--- src/rtl/servant_spi_flash.sv ---
// Read-only SPI NOR flash controller behind a Wishbone slave port.
// Each word read becomes one READ transaction: opcode, 24-bit address, four data bytes.
module servant_spi_flash #(
  parameter int unsigned CLK_DIV  = 2,
  parameter logic [7:0]  READ_CMD = 8'h03
) (
  input  logic        i_clk,
  input  logic        i_rst,
  input  logic [31:0] i_wb_adr,
  input  logic [31:0] i_wb_dat,
  input  logic [3:0]  i_wb_sel,
  input  logic        i_wb_we,
  input  logic        i_wb_cyc,
  output logic [31:0] o_wb_rdt,
  output logic        o_wb_ack,
  output logic        o_spi_sck,
  output logic        o_spi_cs_n,
  output logic        o_spi_mosi,
  input  logic        i_spi_miso
);

  typedef enum logic [1:0] {IDLE, SHIFT, ACK, GAP} state_t;

  state_t      state;
  state_t      state_nxt;
  logic [63:0] shreg;
  logic [31:0] rx;
  logic [7:0]  div_cnt;
  logic [5:0]  bit_cnt;
  logic        div_done;
  logic        last_bit;
  logic        unused_ok;

  assign div_done  = (div_cnt == 8'(CLK_DIV - 1));
  assign last_bit  = (bit_cnt == 6'd63);
  assign unused_ok = ^{i_wb_dat, i_wb_sel, i_wb_adr[31:24], i_wb_adr[1:0]};

  always_ff @(posedge i_clk) begin
    if (i_rst) state <= IDLE;
    else       state <= state_nxt;
  end

  always_comb begin
    state_nxt = state;
    case (state)
      IDLE:    if (i_wb_cyc) state_nxt = i_wb_we ? ACK : SHIFT;
      SHIFT:   if (!o_spi_cs_n && div_done && o_spi_sck && last_bit) state_nxt = ACK;
      ACK:     state_nxt = GAP;
      GAP:     state_nxt = IDLE;
      default: state_nxt = IDLE;
    endcase
  end

  // cs_n still high while in SHIFT marks the first cycle of the transfer
  always_ff @(posedge i_clk) begin
    if (i_rst) begin
      shreg      <= '0;
      rx         <= '0;
      div_cnt    <= '0;
      bit_cnt    <= '0;
      o_wb_rdt   <= '0;
      o_wb_ack   <= 1'b0;
      o_spi_sck  <= 1'b0;
      o_spi_cs_n <= 1'b1;
      o_spi_mosi <= 1'b0;
    end else begin
      o_wb_ack <= 1'b0;
      case (state)
        IDLE: begin
          if (i_wb_cyc) begin
            if (i_wb_we) o_wb_ack <= 1'b1;
            else         shreg <= {READ_CMD, i_wb_adr[23:2], 2'b00, 32'h0};
          end
        end
        SHIFT: begin
          if (o_spi_cs_n) begin
            o_spi_cs_n <= 1'b0;
            o_spi_sck  <= 1'b0;
            o_spi_mosi <= shreg[63];
            div_cnt    <= '0;
            bit_cnt    <= '0;
          end else if (!div_done) begin
            div_cnt <= div_cnt + 8'd1;
          end else begin
            div_cnt <= '0;
            if (!o_spi_sck) begin
              o_spi_sck <= 1'b1;
              rx        <= {rx[30:0], i_spi_miso};
            end else begin
              o_spi_sck <= 1'b0;
              if (last_bit) begin
                o_spi_cs_n <= 1'b1;
                o_spi_mosi <= 1'b0;
                o_wb_ack   <= 1'b1;
                // flash sends the lowest-addressed byte first
                o_wb_rdt   <= {rx[7:0], rx[15:8], rx[23:16], rx[31:24]};
              end else begin
                bit_cnt    <= bit_cnt + 6'd1;
                shreg      <= {shreg[62:0], 1'b0};
                o_spi_mosi <= (bit_cnt >= 6'd31) ? 1'b0 : shreg[62];
              end
            end
          end
        end
        default: ;
      endcase
    end
  end

endmodule

--- config.mk ---
export PLATFORM = sky130hd
export DESIGN_NAME = servant_spi_flash
export DESIGN_NICKNAME = d
export VERILOG_FILES = /design/src/rtl/servant_spi_flash.sv
export SDC_FILE = /design/constraint.sdc
export NUM_CORES = 1
export LEC_CHECK = 0
export CORE_ASPECT_RATIO = 0.5
export CORE_MARGIN = 3
export CORE_UTILIZATION = 50
export DETAILED_ROUTE_END_ITERATION = 6
export DONT_BUFFER_PORTS = 1
export PLACE_DENSITY = 0.63
export SLEW_MARGIN = 20
export SYNTH_ARGS = -nofsm -noshare
export SYNTH_HDL_FRONTEND = slang
export SYNTH_SLANG_ARGS = --single-unit
export TNS_END_PERCENT = 20
--- constraint.sdc ---
create_clock -name i_clk -period 5.3 [get_ports i_clk]
set_input_delay 0.53 -clock i_clk [delete_from_list [all_inputs] [get_ports i_clk]]
set_output_delay 0.53 -clock i_clk [all_outputs]
set_load 0.02 [all_outputs]
==> impl_metrics.csv <==
group,metric,value,unit
min_path,hold_class,"in2reg",
floorplan,core,9100,µm²
clocking,cts_setup_buffers,0,
detailed_routing,drt-initial-drc-count,217,
timing,finalWorstSetupSlack,2.31,ns
finish,fillers,842,
floorplan,dieArea,11000,µm²
job,cap_violations,0,
placement,portBuffers,0,
timing,worst_pin_slew,0.935,ns
clocking,clkTransAtPathRegs,0.06,ns
clocking,post_cts_resized,0,
floorplan,die_y,75.8,µm
synthesis,yosysWarnings,0,
synthesis,synth-seq-area-share,0.468,
global_route,grt_start_max_net_pins,78,
timing,rsz0062_at_grt,"no",
global_route,first_global_vias,3544,
outcome,status,"complete, no violations",
synthesis,netlist_area,4870,µm²
critical_path,critPathMostFrequentCell,"buf_4",
clocking,h-tree-depth,4,
detailed_routing,routed_wl,10300,µm
timing,relSlewSlack,0.372,
floorplan,num_rows,24,
detailed_routing,via_count,3823,
global_route,grt-ovfl-total,0,
placement,preCtsSetupSlack,2.33,ns
synthesis,synth_edf_count,0,
timing,fin_tns_setup,0,ns
finish,multi_input_area,2370,µm²
clocking,cts_sinks,114,
timing,fmax,334,MHz
clocking,cts_tree,"yes",
finish,finish.utilization,0.608,
timing,setup_violations,0,
finish,antenna_cells,0,
critical_path,startpoint_type,"flip-flop",
synthesis,ys_ff_latch,114,
detailed_routing,vias_per_cell,5.48,
critical_path,crit_type,"reg2reg",
synthesis,async_flop_share,0,
finish,finalNonFillerCells,697,
global_route,gr-usage-all-layers,0.193,
synthesis,syn-mean-instance-area,8.52,µm²
critical_path,critPathMaxFanout,34,
pwr,power_density,462,nW/µm²
critical_path,crit_slowest_cell,"a31oi_4",
pwr,p_leak,2.04,nW
pwr,vdd_drop_max,0.282,mV
critical_path,required,5.59,ns
placement,place_congestion,0.721,
floorplan,die_w,146,µm
timing,final-max-slew-violation-count,0,
critical_path,endpoint_kind,"flip-flop",
finish,nets,634,
finish,regArea,2280,µm²
critical_path,path_cells,"ha_1, nand4_1, or2_1, buf_4, a31oi_4, buf_4, mux2_1",
global_route,antenna_found_initial,0,
critical_path,critPathMaxStageDelay,0.70,ns
timing,worst_hold_slack,0.218,ns
detailed_routing,firstDrtPassIters,6,
clocking,clk_latency,0.41,ns
global_route,grt_pass1_wl,17000,µm
synthesis,syn_nets,652,
clocking,hold_buffers,0,
clocking,cts_buffer_depth,2,
clocking,cts_root_buffer,"clkbuf_16",
floorplan,start_util,0.536,
synthesis,syn_inst,572,
finish,area.growth.synth_to_final,13.6,%
timing,timing_hold_violations_final,0,
synthesis,synth_cell_types,45,
timing,min_period,2.99,ns
floorplan,io_pins,109,
synthesis,synth_ff_type,"dfxtp_1",
finish,drive_above_1_share,0.120,
critical_path,cp_data_arrival_time,3.29,ns
detailed_routing,ant_nets,0,
placement,place_inst,665,
detailed_routing,wl_per_cell,14.8,µm
placement,dp_hpwl,5940,µm
timing,finalCritPeriodShare,0.565,
clocking,numCtsBuffers,17,
detailed_routing,drc,0,
timing,finClkSkew,0.00885,ns
-- per-layer routing --
| layer | up-vias | share of wire | track usage | wire length, µm |
|---|---|---|---|---|
| li1 | 1944 | - | - | - |
| met1 | 1800 | 0.48 | 0.244 | 4980 |
| met2 | 73 | 0.45 | 0.305 | 4630 |
| met3 | 6 | 0.061 | 0.0808 | 627 |
| met4 | 0 | 0.0072 | 0.0641 | 74 |
| met5 | - | 0 | 0 | 0 |
-- final timing paths --
path                                                 to                     from  depth (start not counted)  slack [ns]
worst max-delay path             shreg[57]$_SDFFE_PP0P_  bit_cnt[0]$_SDFFE_PP0P_                          7        2.31
worst max register to register   shreg[57]$_SDFFE_PP0P_  bit_cnt[0]$_SDFFE_PP0P_                          7        2.31
worst min register to register   shreg[47]$_SDFFE_PP0P_   shreg[47]$_SDFFE_PP0P_                          2        0.46
worst min-delay path            o_spi_mosi$_SDFFE_PP0P_                    i_rst                          1        0.22
-- kinds of logic after synthesis --
group | synth area share
buffers and inverters | 0.0503
XOR/XNOR | 0.0126
AND/OR/NAND/NOR | 0.190
multiplexers | 0.117
adder cells (fa/ha/maj) | 0.0180
flip-flops | 0.468
AO/OA/AOI/OAI | 0.144
-- registers in the layout, summed over array words and instances, names as in the netlist --
signal      cells
state           2
o_spi_cs_n      1
o_spi_sck       1
bit_cnt         6
shreg          30
div_cnt         8
o_wb_ack        1
o_wb_rdt       32
rx             32
o_spi_mosi      1
-- worst max-delay path: cells and delay by family, from the launching register on --
kind                       cells  cell delay (ns)
AOI/OAI and AO/OA              1             0.70
adders and majority gates      1             0.23
buffers and inverters          2             0.63
DFF                            1             0.38
muxes                          1             0.35
and+or+nand+nor                2             0.57
-- cells in the mapped netlist (all sizes together) (2+ instances only) --
| master | count | area share |
|---|---|---|
| a21boi | 3 | 0.0046 |
| a21oi | 75 | 0.077 |
| a311oi | 2 | 0.0036 |
| a31oi | 2 | 0.0026 |
| and4 | 2 | 0.0036 |
| buf | 15 | 0.020 |
| clkbuf | 30 | 0.023 |
| dfxtp | 114 | 0.47 |
| ha | 7 | 0.018 |
| inv | 10 | 0.0077 |
| mux2 | 23 | 0.053 |
| mux2i | 31 | 0.064 |
| nand2 | 122 | 0.094 |
| nand2b | 2 | 0.0026 |
| nand3 | 45 | 0.046 |
| nand4 | 5 | 0.0064 |
| nor2 | 11 | 0.0085 |
| nor2b | 2 | 0.0026 |
| nor3 | 4 | 0.0041 |
| o21ai | 37 | 0.038 |
| o31ai | 3 | 0.0046 |
| o41ai | 2 | 0.0051 |
| or3 | 3 | 0.0039 |
| or4 | 3 | 0.0046 |
| xor2 | 6 | 0.011 |
-- power breakdown --
part / internal [mW] / switching, mW
clock: 0.754 / 0.441
sequential: 0.905 / 0.0459
combinational: 0.182 / 0.229
total: 1.84 / 0.716
-- per-stage QoR --
stage	total power [mW]	instance area (µm²)
2_1_floorplan	1.31	4870
4_1_cts	2.58	5540
5_1_grt	2.67	5540
6_report	2.56	5540
3_3_place_gp	1.37	4910
3_5_place_dp	1.38	4910
-- cell type report --
| cell class | instances | share of cell area |
|---|---|---|
| tap | 130 | 0.0294 |
| timing repair buffer | 8 | 0.0108 |
| clock buffer | 17 | 0.0768 |
| multi-input combinational | 403 | 0.429 |
| inverter | 10 | 0.00678 |
| sequential | 114 | 0.412 |
| clock inverter | 15 | 0.0353 |
-- placed cells by master (no fill, tap or decap), types with 2 or more instances in the layout --
cell type / instances
or3_1: 3
or4_1: 2
clkinv_4: 3
nand4_1: 5
a21boi_1: 2
buf_4: 8
inv_6: 5
mux2i_1: 31
a21oi_1: 75
inv_8: 2
nand2_1: 122
and4_1: 2
xor2_1: 6
nand2b_1: 2
nand3_1: 45
inv_1: 10
o31ai_1: 3
dfxtp_1: 114
ha_1: 7
o21ai_1: 7
nor2_1: 10
clkbuf_16: 17
bufinv_16: 3
mux2_2: 21
a311oi_1: 2
o21ai_0: 30
nor3_1: 4
mux2_1: 2
nor2b_1: 2
(Power assumes the default switching activity.)
